## src/rtl/stopwatch_mux.sv

```systemverilog
// Debounced three-key stopwatch with a DIGITS-wide BCD counter, lap freeze,
// sticky overflow flag and a time-multiplexed common 7-segment display driver.

module stopwatch_debounce #(
    parameter int unsigned CYC = 10
) (
    input  logic clk,
    input  logic rst_n,
    input  logic key,
    output logic pulse
);
    localparam int unsigned W = $clog2(CYC + 1);
    localparam logic [W-1:0] SAT = W'(CYC);

    logic [W-1:0] cnt;

    always_ff @(posedge clk) begin
        if (!rst_n) begin
            cnt <= '0;
        end else if (!key) begin
            cnt <= '0;
        end else if (cnt != SAT) begin
            cnt <= cnt + 1'b1;
        end
    end

    // Saturation at SAT suppresses repeats until the key drops for a cycle.
    assign pulse = key && (cnt == SAT - 1'b1);
endmodule

module stopwatch_mux #(
    parameter int unsigned DIGITS       = 4,
    parameter int unsigned DEBOUNCE_CYC = 10,
    parameter int unsigned TICK_DIV     = 10,
    parameter int unsigned SCAN_DIV     = 1,
    parameter int unsigned DP_POS       = 2
) (
    input  logic              clk,
    input  logic              rst_n,
    input  logic              key_ps,
    input  logic              key_rst,
    input  logic              key_lap,
    output logic [6:0]        seg,
    output logic              dp,
    output logic [DIGITS-1:0] dig_en,
    output logic              running,
    output logic              lap_hold,
    output logic              ovf
);
    localparam int unsigned PW = (TICK_DIV > 1) ? $clog2(TICK_DIV) : 1;
    localparam int unsigned SW = (SCAN_DIV > 1) ? $clog2(SCAN_DIV) : 1;
    localparam int unsigned IW = $clog2(DIGITS);

    localparam logic [PW-1:0] PRESC_MAX = PW'(TICK_DIV - 1);
    localparam logic [SW-1:0] SCAN_MAX  = SW'(SCAN_DIV - 1);
    localparam logic [IW-1:0] IDX_MAX   = IW'(DIGITS - 1);
    localparam logic [IW-1:0] DP_IDX    = IW'(DP_POS);
    localparam logic [6:0]    SEG_ZERO  = 7'b1111110;

    typedef enum logic [1:0] {
        S_IDLE,
        S_RUN,
        S_PAUSE
    } state_t;

    typedef logic [DIGITS-1:0][3:0] bcd_vec_t;

    function automatic logic [6:0] decode(input logic [3:0] d);
        logic [6:0] s;
        case (d)
            4'd0:    s = 7'b1111110;
            4'd1:    s = 7'b0110000;
            4'd2:    s = 7'b1101101;
            4'd3:    s = 7'b1111001;
            4'd4:    s = 7'b0110011;
            4'd5:    s = 7'b1011011;
            4'd6:    s = 7'b1011111;
            4'd7:    s = 7'b1110000;
            4'd8:    s = 7'b1111111;
            4'd9:    s = 7'b1111011;
            default: s = 7'b0000000;
        endcase
        return s;
    endfunction

    logic pulse_ps;
    logic pulse_rst;
    logic pulse_lap;

    stopwatch_debounce #(.CYC(DEBOUNCE_CYC)) u_db_ps (
        .clk   (clk),
        .rst_n (rst_n),
        .key   (key_ps),
        .pulse (pulse_ps)
    );

    stopwatch_debounce #(.CYC(DEBOUNCE_CYC)) u_db_rst (
        .clk   (clk),
        .rst_n (rst_n),
        .key   (key_rst),
        .pulse (pulse_rst)
    );

    stopwatch_debounce #(.CYC(DEBOUNCE_CYC)) u_db_lap (
        .clk   (clk),
        .rst_n (rst_n),
        .key   (key_lap),
        .pulse (pulse_lap)
    );

    state_t        state;
    logic [PW-1:0] presc;
    bcd_vec_t      digits;
    bcd_vec_t      digits_inc;
    bcd_vec_t      latch;
    bcd_vec_t      disp;
    logic          wrap;
    logic          tick;

    assign tick = (state == S_RUN) && (presc == PRESC_MAX);

    // Ripple-carry BCD increment; wrap is set only when every digit was 9.
    always_comb begin
        logic carry;
        carry      = 1'b1;
        digits_inc = digits;
        for (int i = 0; i < DIGITS; i++) begin
            if (carry) begin
                if (digits[i] >= 4'd9) begin
                    digits_inc[i] = 4'd0;
                end else begin
                    digits_inc[i] = digits[i] + 4'd1;
                    carry         = 1'b0;
                end
            end
        end
        wrap = carry;
    end

    // NOTE: non-blocking assignments let the clear branch below simply
    // override the earlier tick/lap updates: the last assignment wins.
    always_ff @(posedge clk) begin
        if (!rst_n) begin
            state    <= S_IDLE;
            running  <= 1'b0;
            lap_hold <= 1'b0;
            ovf      <= 1'b0;
            presc    <= '0;
            digits   <= '0;
            latch    <= '0;
        end else begin
            if (state == S_RUN) begin
                presc <= (presc == PRESC_MAX) ? '0 : presc + 1'b1;
            end

            if (tick) begin
                digits <= digits_inc;
                if (wrap) begin
                    ovf <= 1'b1;
                end
            end

            if (pulse_lap && (state != S_IDLE)) begin
                lap_hold <= !lap_hold;
                if (!lap_hold) begin
                    latch <= digits;
                end
            end

            if (pulse_rst) begin
                state    <= S_IDLE;
                running  <= 1'b0;
                lap_hold <= 1'b0;
                ovf      <= 1'b0;
                presc    <= '0;
                digits   <= '0;
            end else if (pulse_ps) begin
                case (state)
                    S_RUN: begin
                        state   <= S_PAUSE;
                        running <= 1'b0;
                    end
                    default: begin
                        state   <= S_RUN;
                        running <= 1'b1;
                    end
                endcase
            end
        end
    end

    assign disp = lap_hold ? latch : digits;

    logic [SW-1:0] scan_cnt;
    logic [IW-1:0] idx;

    always_ff @(posedge clk) begin
        if (!rst_n) begin
            scan_cnt <= '0;
            idx      <= '0;
            seg      <= SEG_ZERO;
            dp       <= (DP_POS == 0);
            dig_en   <= DIGITS'(1);
        end else begin
            if (scan_cnt == SCAN_MAX) begin
                scan_cnt <= '0;
                idx      <= (idx == IDX_MAX) ? '0 : idx + 1'b1;
            end else begin
                scan_cnt <= scan_cnt + 1'b1;
            end
            seg    <= decode(disp[idx]);
            dp     <= (idx == DP_IDX);
            dig_en <= DIGITS'(1) << idx;
        end
    end
endmodule

```

## config.mk

```make
export PLATFORM = sky130hd
export DESIGN_NAME = stopwatch_mux
export DESIGN_NICKNAME = d
export VERILOG_FILES = /design/src/rtl/stopwatch_mux.sv
export SDC_FILE = /design/constraint.sdc
export NUM_CORES = 1
export LEC_CHECK = 0
export ABC_AREA = 1
export CAP_MARGIN = 25
export CORE_ASPECT_RATIO = 0.9
export CORE_MARGIN = 2
export CORE_UTILIZATION = 59
export CTS_CLUSTER_SIZE = 20
export DETAILED_ROUTE_END_ITERATION = 7
export GPL_ROUTABILITY_DRIVEN = 1
export GPL_TIMING_DRIVEN = 0
export PLACE_DENSITY = 0.82
export SYNTH_ARGS = -nofsm -noshare
export SYNTH_HDL_FRONTEND = slang
export SYNTH_HIERARCHICAL = 1
export SYNTH_SLANG_ARGS = --single-unit
export TNS_END_PERCENT = 10
```

## constraint.sdc

```tcl
create_clock -name clk -period 1.9 [get_ports clk]
set_input_delay 0.19 -clock clk [delete_from_list [all_inputs] [get_ports clk]]
set_output_delay 0.19 -clock clk [all_outputs]
set_load 0.01 [all_outputs]
```

After elaboration in Yosys (flattened, before gate mapping)
Memory sizes are Yosys's and may differ from the RTL's. A register that Yosys moved wholly into a read port is not among the register bits.
Index checks and enable logic that the tools add are counted.
- add/subtract/negate cells: 10
- order comparisons: 5
- eq/ne operators: 10
- shift-type cells: 1
- mux-type cells: 18
- bitwise logic cells: 1
- reductions and logical operators: 17
- operator list (operator ; number):
    adder 4 x 1 -> 4 bit (second input constant) ; 8
    2-to-1 mux 4 bit ; 6
    equality test 4 bit (second input constant) ; 4
    greater-or-equal comparator 4 bit (second input constant) ; 4
    2-to-1 mux 16 bit ; 1
    AND reduction 2 bit ; 8
    != test 4 bit (second input constant) ; 3
    binary-select mux 4 bit (select 2 bit) ; 1
    2-to-1 mux 1 bit ; 8
    logical AND 1 bit ; 5
    equality test 2 bit (second input constant) ; 2
    2-to-1 mux 2 bit ; 2
    << shifter 1 x 2 -> 4 bit (first input constant) ; 1
    < comparator 2 x 3 -> 1 bit (second input constant) ; 1
    adder 2 x 1 -> 2 bit (second input constant) ; 1
    equality test 2 x 1 -> 1 bit (second input constant) ; 1
    zero test 1 bit ; 2
    nonzero test 2 bit ; 1
    OR reduction 2 bit ; 1
    adder 1 bit (second input constant) ; 1
    NOT 1 bit ; 1
- register bits after elaboration: 61
- bits in read-only memories: 112
- input port bits: 5
- output and inout bits: 15
- logic and storage cells: 83
- memories: 1
- memories (name ; depth ; bits a word ; rd ports ; clocked after Yosys merged registers in ; wr ports ; RTL line ; source):
    (name not given) ; 16 ; 7 ; 1 ; 1 ; 0 ; 70 ; case (d)

Longest topological paths before layout
Gate-level depths: netlist of run 1.
- word-level depth: 6
- mapped depth: 13
- gate-level depth less buffers: 12

Cells and area by module
The synthesis of run 1 kept the hierarchy.
- modules (own cells, without submodules) (module ; instances ; cells an instance ; area an instance (µm²) ; seq. area each (µm²)):
    stopwatch_mux ; 1 ; 374 ; 2767.7 ; 1101.1
    stopwatch_debounce ; 3 ; 35 ; 241.5 ; 80.1

Worst setup path before layout of run 1
No wires, ideal clock.
- path type: reg-to-reg
- from: register lap_hold
- to: register seg[3]
- library setup time: 0.117 ns
- arrival time: 1.631 ns
- required time: 1.783 ns
- path slack: 0.152 ns
- stages on the path, launching flop included: 13
- path buffers: 1
- period minus slack after synthesis: 1.748 ns
- cell sequence: dfxtp_1 inv_2 buf_6 o21ai_0 nand2_1 nand3_1 nand3_1 inv_1 ha_1 nand2_1 o21ai_0 nand2_1 nand2_1
- longest elaborated chain between the ends: 3
- ends and longest elaborated chain (what ; RTL line ; source):
    from (decl) ; 47 ; output logic lap_hold,
    from (signal assigned) ; 164 ; lap_hold <= !lap_hold;
    2-to-1 mux 16 bit ; - ;
    binary-select mux 4 bit (select 2 bit) ; 211 ; seg <= decode(disp[idx]);
    2-to-1 mux 4 bit (implied by the code) ; 211 ;
    to (decl) ; 43 ; output logic [6:0] seg,
Every way passes these cells. The select of a mux whose other input is x is not followed.
A chain may end at the register's enable or synchronous reset.

Worst setup path after layout of run 1
Ends and elaborated chain as after synthesis.

==> results of run 1 <==
-- stage by stage --
step | std cells | hold slack (ps) | util
2_1_floorplan | 479 | 328.3 | -
3_3_place_gp | 568 | 438.7 | 0.6622
5_1_grt | 585 | 445.0 | 0.7033
3_5_place_dp | 568 | 444.5 | 0.6622
6_report | 585 | 446.1 | 0.7033
4_1_cts | 582 | 430.6 | 0.6967
-- layout by cell type, fill, tap and decap left out, types with 6 or more instances in the layout --
cell             Yosys  routed
nand2_1            110     110
dfxtp_1             67      64
inv_1               63      61
nor2_1              56      56
ha_1                30      30
o21ai_0             33      27
nand3_1             24      23
a21oi_1             21      21
clkdlybuf4s50_1      0      19
nand4_1             10      10
nor2_2               9       9
clkbuf_8             0       9
o21ai_1              1       7
inv_2                5       7
nor2_4               6       6
nor3_1               6       6
-- power by group through the flow --
stage	registers, mW	clock network, mW	logic (mW)
2_1_floorplan	1.48	0	0.113
3_3_place_gp	1.47	0	0.176
3_5_place_dp	1.48	0	0.182
4_1_cts	1.44	1.26	0.184
5_1_grt	1.45	1.31	0.208
6_report	1.44	1.23	0.183
-- sequential cells by signal, summed over array words and instances, names as in the netlist --
register      count
u_db_lap/cnt      4
lap_hold          1
u_db_rst/cnt      4
ovf               1
latch            16
seg               7
presc             4
idx               2
scan_cnt          1
dp                1
digits           16
u_db_ps/cnt       4
dig_en            4
state             2
-- metal layers --
metal,vias to the layer above,GRT usage,part of all wire
li1,1588,-,-
met1,1363,0.2886,0.45
met2,64,0.3914,0.48
met3,11,0.06781,0.050
met4,0,0.1016,0.014
met5,-,0,0
-- area by class of cell --
cell class / count / area share
Buffer: 11 / 0.01688
Timing Repair Buffer: 22 / 0.05313
Inverter: 68 / 0.06375
Clock buffer: 11 / 0.03281
Tap cell: 70 / 0.02188
Sequential cell: 67 / 0.3359
Multi-Input combinational cell: 333 / 0.4594
Clock inverter: 3 / 0.01625
-- cells by family after synthesis --
family                     synth area share
other                              0.001074
adders and majority gates            0.1075
DFF                                  0.3841
AOI/OAI and AO/OA                    0.1118
buffers and inverters               0.09065
and+or+nand+nor                      0.3024
xor gates and xnor gates           0.002509
-- worst min-delay path by stage --
stage / start / slack, ps / end / depth (start not counted)
finish: key_ps / 450 / u_db_ps/cnt[3] / 3
global route: key_rst / 450 / u_db_rst/cnt[3] / 3
CTS: key_ps / 430 / u_db_ps/cnt[3] / 3
detailed placement: ovf / 440 / ovf / 2
global placement: ovf / 440 / ovf / 2
floorplan: rst_n / 330 / latch[14] / 2
-- tightest hold or removal path, delay by kind of cell --
kind | cells | cell delay (ps)
simple gates | 2 | 130
buf+inv | 1 | 420
-- timing repair --
action / CTS / global route
setup endpoints to repair: 1 / 21
resized for setup: 1 / 15
pin swaps: 0 / 1
setup buffers: 0 / 3
==> summary.txt, run 1 <==
Final layout
  – Post-Layout Inst Area: 4004 um2
  – Multi-input logic area: 1839 um2
  – Filler cell count: around 470
  – Layout cell share with drive strength beyond 1: 0.1146
  – Register area: between 1000 and 1500 um2
  – Area Growth Syn to Fin: 14.65%
  – # diodes: 0
  – Nets: about 550

Critical path
  – R2r endpoint: seg[3]
  – CP max-delay cell: dfxtp_2
  – R2R cell count: 11
  – WS Path Type: reg -> reg
  – Crit start category: flop
  – Slowest stage delay, CP: 360 ps
  – Cell mode on critical path: nand2_1
  – Critical path buffers and inverters: 1
  – Max FO, Critical Path: 10
  – Largest delay contributor family on the critical path: simple AND/OR/NAND/NOR gates
  – Reg2reg start: lap_hold
  – Worst Setup EP: seg[3]
  – Crit path depth: 11
  – Worst Setup SP: lap_hold
  – Worst Setup End Kind: flop
  – Arrival time worst endpoint: between 1500 and 2000 ps
  – R2r setup slk: between 150 and 200 ps
  – Data required time at the worst endpoint: 2130 ps
  – Crit path cell chain: clkbuf_4 -> nand2_1 -> nand3_1 -> nand2_1 -> nor2_1 -> nor2_4 -> ha_1 -> nand2_1 -> o21ai_0 -> nand2_1 -> nand2_1

Drt
  – # DRC: 0
  – Per-cell routed wire length: 12.27 um
  – Drt pass-1 iters: 4
  – Via-to-Cell Ratio: around 5.2
  – Detailed Route Iter0 Violations: 206
  – Final wirelength: around 7200 um
  – Routed vias: 3026
  – Post-DRT Antenna Nets: 0

Pwr
  – Internal Power: between 2 and 2.5 mW
  – Sequential share of power: 0.506
  – Clk pwr share: 0.430
  – Power per cell area: a little over 700 nW/um2
  – Switching power: around 0.63 mW
  – Tot Pwr: between 2 and 3 mW
  – Switching share of power: 0.2211
  – Leak: 1.762 nW
  – Peak VDD IR: 0.5989 mV
  – Comb pwr share: 0.064

STA
  – Period minus WS final: ~1700 ps
  – Worst Skew: just over 6 ps
  – Fin. Hold Viols: 0
  – Slew Viols, Final: 0
  – Setup TNS: 0 ps
  – Final setup fails: 0
  – RSZ-0062 raised after global routing: true
  – Final setup margin: ~170 ps
  – Achievable Freq: about 580 MHz
  – Final period utilization: 0.9130

Place
  – GP Congestion: 0.8621
  – Post-detail-place hpwl: between 5000 and 6000 um
  – Dpl cell area: approximately 3800 um2
  – # port buffers: 19
  – DP Worst Slack: -172.4 ps

Synthesis
  – Asr flop ratio synth: 0
  – Synth Net Count: ~510
  – Synth Area per Inst: 7.290 um2
  – Post-Syn Area: around 3500 um2
  – Register area share after synthesis: 0.3841
  – Gate Count Post-Synth: 479
  – Count leader, synth: nand2_1
  – Yosys cell types: 34
  – Share of the synthesized area in the top cell type: 0.3841
  – #FFs+latches synth: 67
  – Main synth FF type: dfxtp_1
  – Dominant cell type by area after synthesis: dfxtp_1
  – Synth warn: 6
  – Most instantiated cells after synthesis: 110 x nand2_1, 67 x dfxtp_1, 63 x inv_1
  – Number of flops mapped to enable cells by yosys: 0
  – Synth top area cells: dfxtp_1 38%, nand2_1 12%, ha_1 11%

Die
  – Die X-Extent: approximately 85 um
  – Core Footprint: 5693 um2
  – Die height: about 77 um
  – Site Rows: 26
  – Total die area: between 6000 and 7000 um2
  – Top-Level Pins: 20
  – Starting density of the core: 0.6134

Outcome
  – Status: complete, no violations

Clock tree
  – CTS Sinks: 67
  – CTS Buf Count: 9
  – CTS root buf: clkbuf_8
  – Hold Buf Count CTS: 0
  – CTS tree: done
  – Clk slew on worst S/H paths: 60 ps
  – Clock tree buffer depth: 2
  – Clock latency on the worst-skew pair: 340 ps
  – H-tree levels: 3

Global routing
  – Vias in the first global route: 2963
  – Total track usage: 0.2377
  – Largest net degree at the start of global routing: 11
  – Initial antenna violation count: 0
  – Global-route wire length before repair: about 13000 um
  – Grt total ovfl: 0

Min path
  – Hold crit path type: in -> reg

Job
  – Max Cap Viol: 0
Power figures use the tool's default switching activity.
==> run 2: changes to the inputs <==
Settings changed: CORE_MARGIN 2 to 8.
==> summary.txt, run 2 (synthesized netlist as in run 1, its figures left out) <==
Outcome
  – Status: complete, no violations

Final layout
  – Layout cell share with drive strength beyond 1: 0.1105
  – Area Growth Syn to Fin: 14.62%
  – Post-Layout Inst Area: around 4000 um2
  – Commonest non-fill, non-tap cells in the layout: 110 x nand2_1, 65 x dfxtp_1, 62 x inv_1, 56 x nor2_1, 30 x ha_1
  – Biggest regs: digits (16), latch (16), seg (7)
  – # diodes: 0
  – Nets: approximately 550
  – Final Util: 0.7031
  – Commonest non-fill, non-tap cell in the layout: nand2_1

Die
  – Core Footprint: approximately 5700 um2
  – Site Rows: 26
  – Top-Level Pins: 20
  – Total die area: ~8600 um2
  – Starting density of the core: 0.6134
  – Die height: 88.99 um
  – Die X-Extent: roughly 97 um

Global routing
  – Largest net degree at the start of global routing: 11
  – Total track usage: 0.1691
  – Grt total ovfl: 0
  – Initial antenna violation count: 0
  – Global-route wire length before repair: ~12000 um
  – Vias in the first global route: about 2.8k

Critical path
  – Worst Setup EP: seg[2]
  – Max FO, Critical Path: 10
  – Arrival time worst endpoint: slightly above 2000 ps
  – Worst Setup End Kind: flop
  – R2R cell count: 12
  – Data required time at the worst endpoint: approximately 2100 ps
  – WS Path Type: reg -> reg
  – Worst Setup SP: lap_hold
  – R2r endpoint: seg[2]
  – Reg2reg start: lap_hold
  – Crit start category: flop
  – R2r setup slk: about 77 ps

Job
  – Max Cap Viol: 0

STA
  – Final setup margin: around 77 ps
  – Worst Skew: just under 8 ps
  – Fin. Hold Viols: 0
  – RSZ-0062 raised after global routing: true
  – Slew Viols, Final: 0
  – Period minus WS final: between 1500 and 2000 ps
  – Achievable Freq: about 550 MHz
  – Final setup fails: 0
  – Final period utilization: 0.9596

Clock tree
  – Clock latency on the worst-skew pair: ~350 ps
  – CTS tree: done
  – CTS Sinks: 67
  – H-tree levels: 3
  – CTS Buf Count: 9
  – Clk slew on worst S/H paths: 70 ps
  – CTS root buf: clkbuf_8
  – Clock tree buffer depth: 2
  – Hold Buf Count CTS: 0

Pwr
  – Leak: 1.765 nW
  – Peak VDD IR: between 0.5 and 0.6 mV
  – Power per cell area: between 700 and 800 nW/um2

Drt
  – Routed vias: 3017
  – Detailed Route Iter0 Violations: 199
  – # DRC: 0
  – Drt pass-1 iters: 5
  – Per-cell routed wire length: ~12 um
  – Via-to-Cell Ratio: 5.148
  – Post-DRT Antenna Nets: 0
  – Final wirelength: between 7000 and 8000 um

Place
  – Post-detail-place hpwl: ~5200 um
  – # port buffers: 19
  – GP Congestion: about 0.82
  – Dpl cell area: approximately 3800 um2
  – DP Worst Slack: -128.8 ps

Min path
  – Hold crit path type: in -> reg
## run 2: worst max-delay path: stages (launching register included)
cell      delay [ps]
dfxtp_2          350
clkbuf_4         180
nand2_1           80
o21ai_0          140
nand2_1          100
nand2_1           80
nor2_4           180
inv_1            110
ha_1             210
nor2_1           100
nor2_1            40
o21ai_0           80
nand2_1           70
## run 2: how the worst min path moves through the flow
stage / depth (start not counted) / start / end
after floorplan: 2 / rst_n / latch[14]
after global placement: 2 / ovf / ovf
after detailed placement: 2 / ovf / ovf
after CTS: 3 / key_ps / u_db_ps/cnt[3]
after global routing: 3 / key_rst / u_db_rst/cnt[3]
final: 3 / key_ps / u_db_ps/cnt[3]
## run 2: repair_timing
item | 4_1_cts | 5_1_grt
resized for setup | 2 | 9
cloned | 0 | 0
buffers inserted | 0 | 2
endpoints found under the setup margin | 1 | 20
## run 2: cell type report
class,instances,area [um2]
clock buffer,15,176.4
fill,460,1690
buffer,11,65.06
sequential,67,1344
inverter,68,255.2
clock inverter,1,30.03
timing repair buffer,21,205.2
multi-input combinational,333,1839
tap,70,87.58
## run 2: report_power, final
part,internal [mW],switching (mW),total [mW]
Sequential,1.43,0.0171,1.44
Combinational,0.0743,0.111,0.185
Clock,0.716,0.511,1.23
Total,2.22,0.639,2.86
## run 2: layer usage
metal,wire [um],up-vias,part of all wire,GRT usage
met3,383,9,0.055,0.06491
met2,3214,75,0.46,0.2875
met1,3315,1343,0.47,0.1893
li1,-,1590,-,-
met5,0,-,0,0
met4,108,0,0.015,0.06695
## run 2: per-stage QoR
stage	total power [mW]	setup TNS [ps]	cells	hold slack, ps
2_1_floorplan	1.592	0	479	328.3
3_3_place_gp	1.653	-1384	568	438.4
3_5_place_dp	1.658	-1159	568	449.2
4_1_cts	2.888	0	584	417.9
5_1_grt	2.983	-46.91	586	450.0
6_report	2.857	0	586	429.6
==> run 3: changes to the inputs <==
Settings changed: CTS_BUF_LIST set to sky130_fd_sc_hd__clkbuf_4 sky130_fd_sc_hd__clkbuf_8 sky130_fd_sc_hd__clkbuf_16, CTS_CLUSTER_DIAMETER set to 50.
==> summary.txt, run 3 (synthesized netlist as in run 1, its figures left out) <==
Outcome
  – Status: complete, no violations

Clock tree
  – CTS Buf Count: 9
  – H-tree levels: 3
  – CTS tree: done
  – Clock latency on the worst-skew pair: about 350 ps
  – CTS Sinks: 67
  – Clk slew on worst S/H paths: 70 ps
  – CTS root buf: clkbuf_8
  – Clock tree buffer depth: 2
  – Hold Buf Count CTS: 0

Drt
  – Drt pass-1 iters: 4
  – Post-DRT Antenna Nets: 0
  – Routed vias: ~3k
  – Via-to-Cell Ratio: 5.159
  – # DRC: 0
  – Detailed Route Iter0 Violations: 215
  – Per-cell routed wire length: about 12 um
  – Final wirelength: about 7000 um

Critical path
  – Worst Setup End Kind: flop
  – Max FO, Critical Path: 10
  – R2R cell count: 12
  – R2r setup slk: approximately 90 ps
  – Arrival time worst endpoint: roughly 2100 ps
  – Worst Setup SP: lap_hold
  – R2r endpoint: seg[2]
  – Reg2reg start: lap_hold
  – Worst Setup EP: seg[2]
  – WS Path Type: reg -> reg
  – Crit start category: flop
  – Data required time at the worst endpoint: roughly 2100 ps

Final layout
  – Commonest non-fill, non-tap cell in the layout: nand2_1
  – Filler cell count: 459
  – Biggest regs: digits (16), latch (16), seg (7)
  – Layout cell share with drive strength beyond 1: 0.1163
  – Final Util: 0.7051
  – Commonest non-fill, non-tap cells in the layout: 110 x nand2_1, 65 x dfxtp_1, 62 x inv_1, 56 x nor2_1, 30 x ha_1
  – Non-filler instance count after layout: 586
  – Area Growth Syn to Fin: 14.94%
  – # diodes: 0
  – Nets: around 550

Die
  – Starting density of the core: 0.6134
  – Die height: between 80 and 90 um
  – Die X-Extent: around 97 um
  – Core Footprint: approximately 5700 um2
  – Total die area: approximately 8600 um2
  – Site Rows: 26
  – Top-Level Pins: 20

STA
  – Slew Viols, Final: 0
  – Min Hold Slack: approximately 430 ps
  – Achievable Freq: about 550 MHz
  – Final period utilization: 0.9528
  – Fin. Hold Viols: 0
  – Final setup margin: about 90 ps
  – Final setup fails: 0
  – Worst Skew: about 8.2 ps
  – Period minus WS final: 1810 ps
  – RSZ-0062 raised after global routing: true

Global routing
  – Largest net degree at the start of global routing: 11
  – Global-route wire length before repair: between 10000 and 15000 um
  – Met3 Use GR: 0.06491
  – Grt met2 use: 0.2893
  – Vias in the first global route: 2852
  – Most used routing layer: met2
  – Total track usage: 0.1698
  – Initial antenna violation count: 0
  – Grt total ovfl: 0
  – M1 GR Usage: 0.1898

Place
  – DP Worst Slack: -128.8 ps
  – Dpl cells: around 570
  – Post-detail-place hpwl: between 5000 and 6000 um
  – GP Congestion: roughly 0.82
  – # port buffers: 19

Pwr
  – Switching share of power: 0.2215
  – Power per cell area: 723.4 nW/um2
  – Internal Power: ~2.3 mW
  – Switching power: 0.6432 mW
  – Clk pwr share: 0.439
  – Sequential share of power: 0.497
  – Comb pwr share: 0.064
  – Peak VDD IR: approximately 0.54 mV
  – Leak: between 1.5 and 2 nW

Min path
  – Hold crit path type: in -> reg

Job
  – Max Cap Viol: 0
## run 3: cell count changes in the layout (fill, tap and decap cells not counted)
| cell | delta |
|---|---|
| clkbuf_1 | -3 |
| clkbuf_4 | +3 |
## run 3: repair_timing
item                                    in CTS  in global routing
gates resized for setup                      2                  9
endpoints found under the setup margin       1                 20
buffers inserted                             0                  2
## run 3: area by class of cell
| type | instances | area [um2] | share of cell area |
|---|---|---|---|
| buffer | 11 | 65.06 | 0.01621 |
| clock buffer | 15 | 187.7 | 0.04676 |
| clock inverter | 1 | 30.03 | 0.007481 |
| inverter | 68 | 255.2 | 0.06359 |
| multi-input combinational | 333 | 1839 | 0.4582 |
| sequential | 67 | 1344 | 0.3348 |
| tap | 70 | 87.58 | 0.02182 |
| timing repair buffer | 21 | 205.2 | 0.05112 |
## run 3: worst min path at each step
stage,startpoint,end,slack (ps),cells after the start
floorplan,rst_n,latch[14],330,2
global placement,ovf,ovf,440,2
detailed placement,ovf,ovf,450,2
CTS,key_ps,u_db_ps/cnt[3],420,3
global route,key_rst,u_db_rst/cnt[3],450,3
finish,key_ps,u_db_ps/cnt[3],430,3
## run 3: layer usage
layer  vias up  share of wire  wire length [um]
met5         -              0                 0
met4         0          0.016               109
met3         9          0.063               445
met2        80           0.45              3195
met1      1344           0.47              3273
li1       1590              -                 -
## run 3: metrics by stage
stage | TNS (ps) | area (um2) | power (mW)
final | 0 | 4014 | 2.904
after global routing | -46.39 | 4014 | 3.026
after CTS | 0 | 3989 | 2.932
after detailed placement | -1159 | 3770 | 1.658
after global placement | -1384 | 3770 | 1.653
after floorplan | 0 | 3492 | 1.592
## run 3: worst max-delay path, stage by stage (launching register included)
cell and delay, ps:
dfxtp_2 350, clkbuf_4 180, nand2_1 80, o21ai_0 130
nand2_1 90, nand2_1 80, nor2_4 180, inv_1 110
ha_1 210, nor2_1 100, nor2_1 40, o21ai_0 80
nand2_1 70
## run 3: power groups by stage
stage,Combinational [mW],Clock [mW],Sequential (mW)
detailed placement,0.182,0,1.48
CTS,0.184,1.30,1.44
global route,0.209,1.37,1.45
floorplan,0.113,0,1.48
finish,0.186,1.27,1.44
global placement,0.178,0,1.47
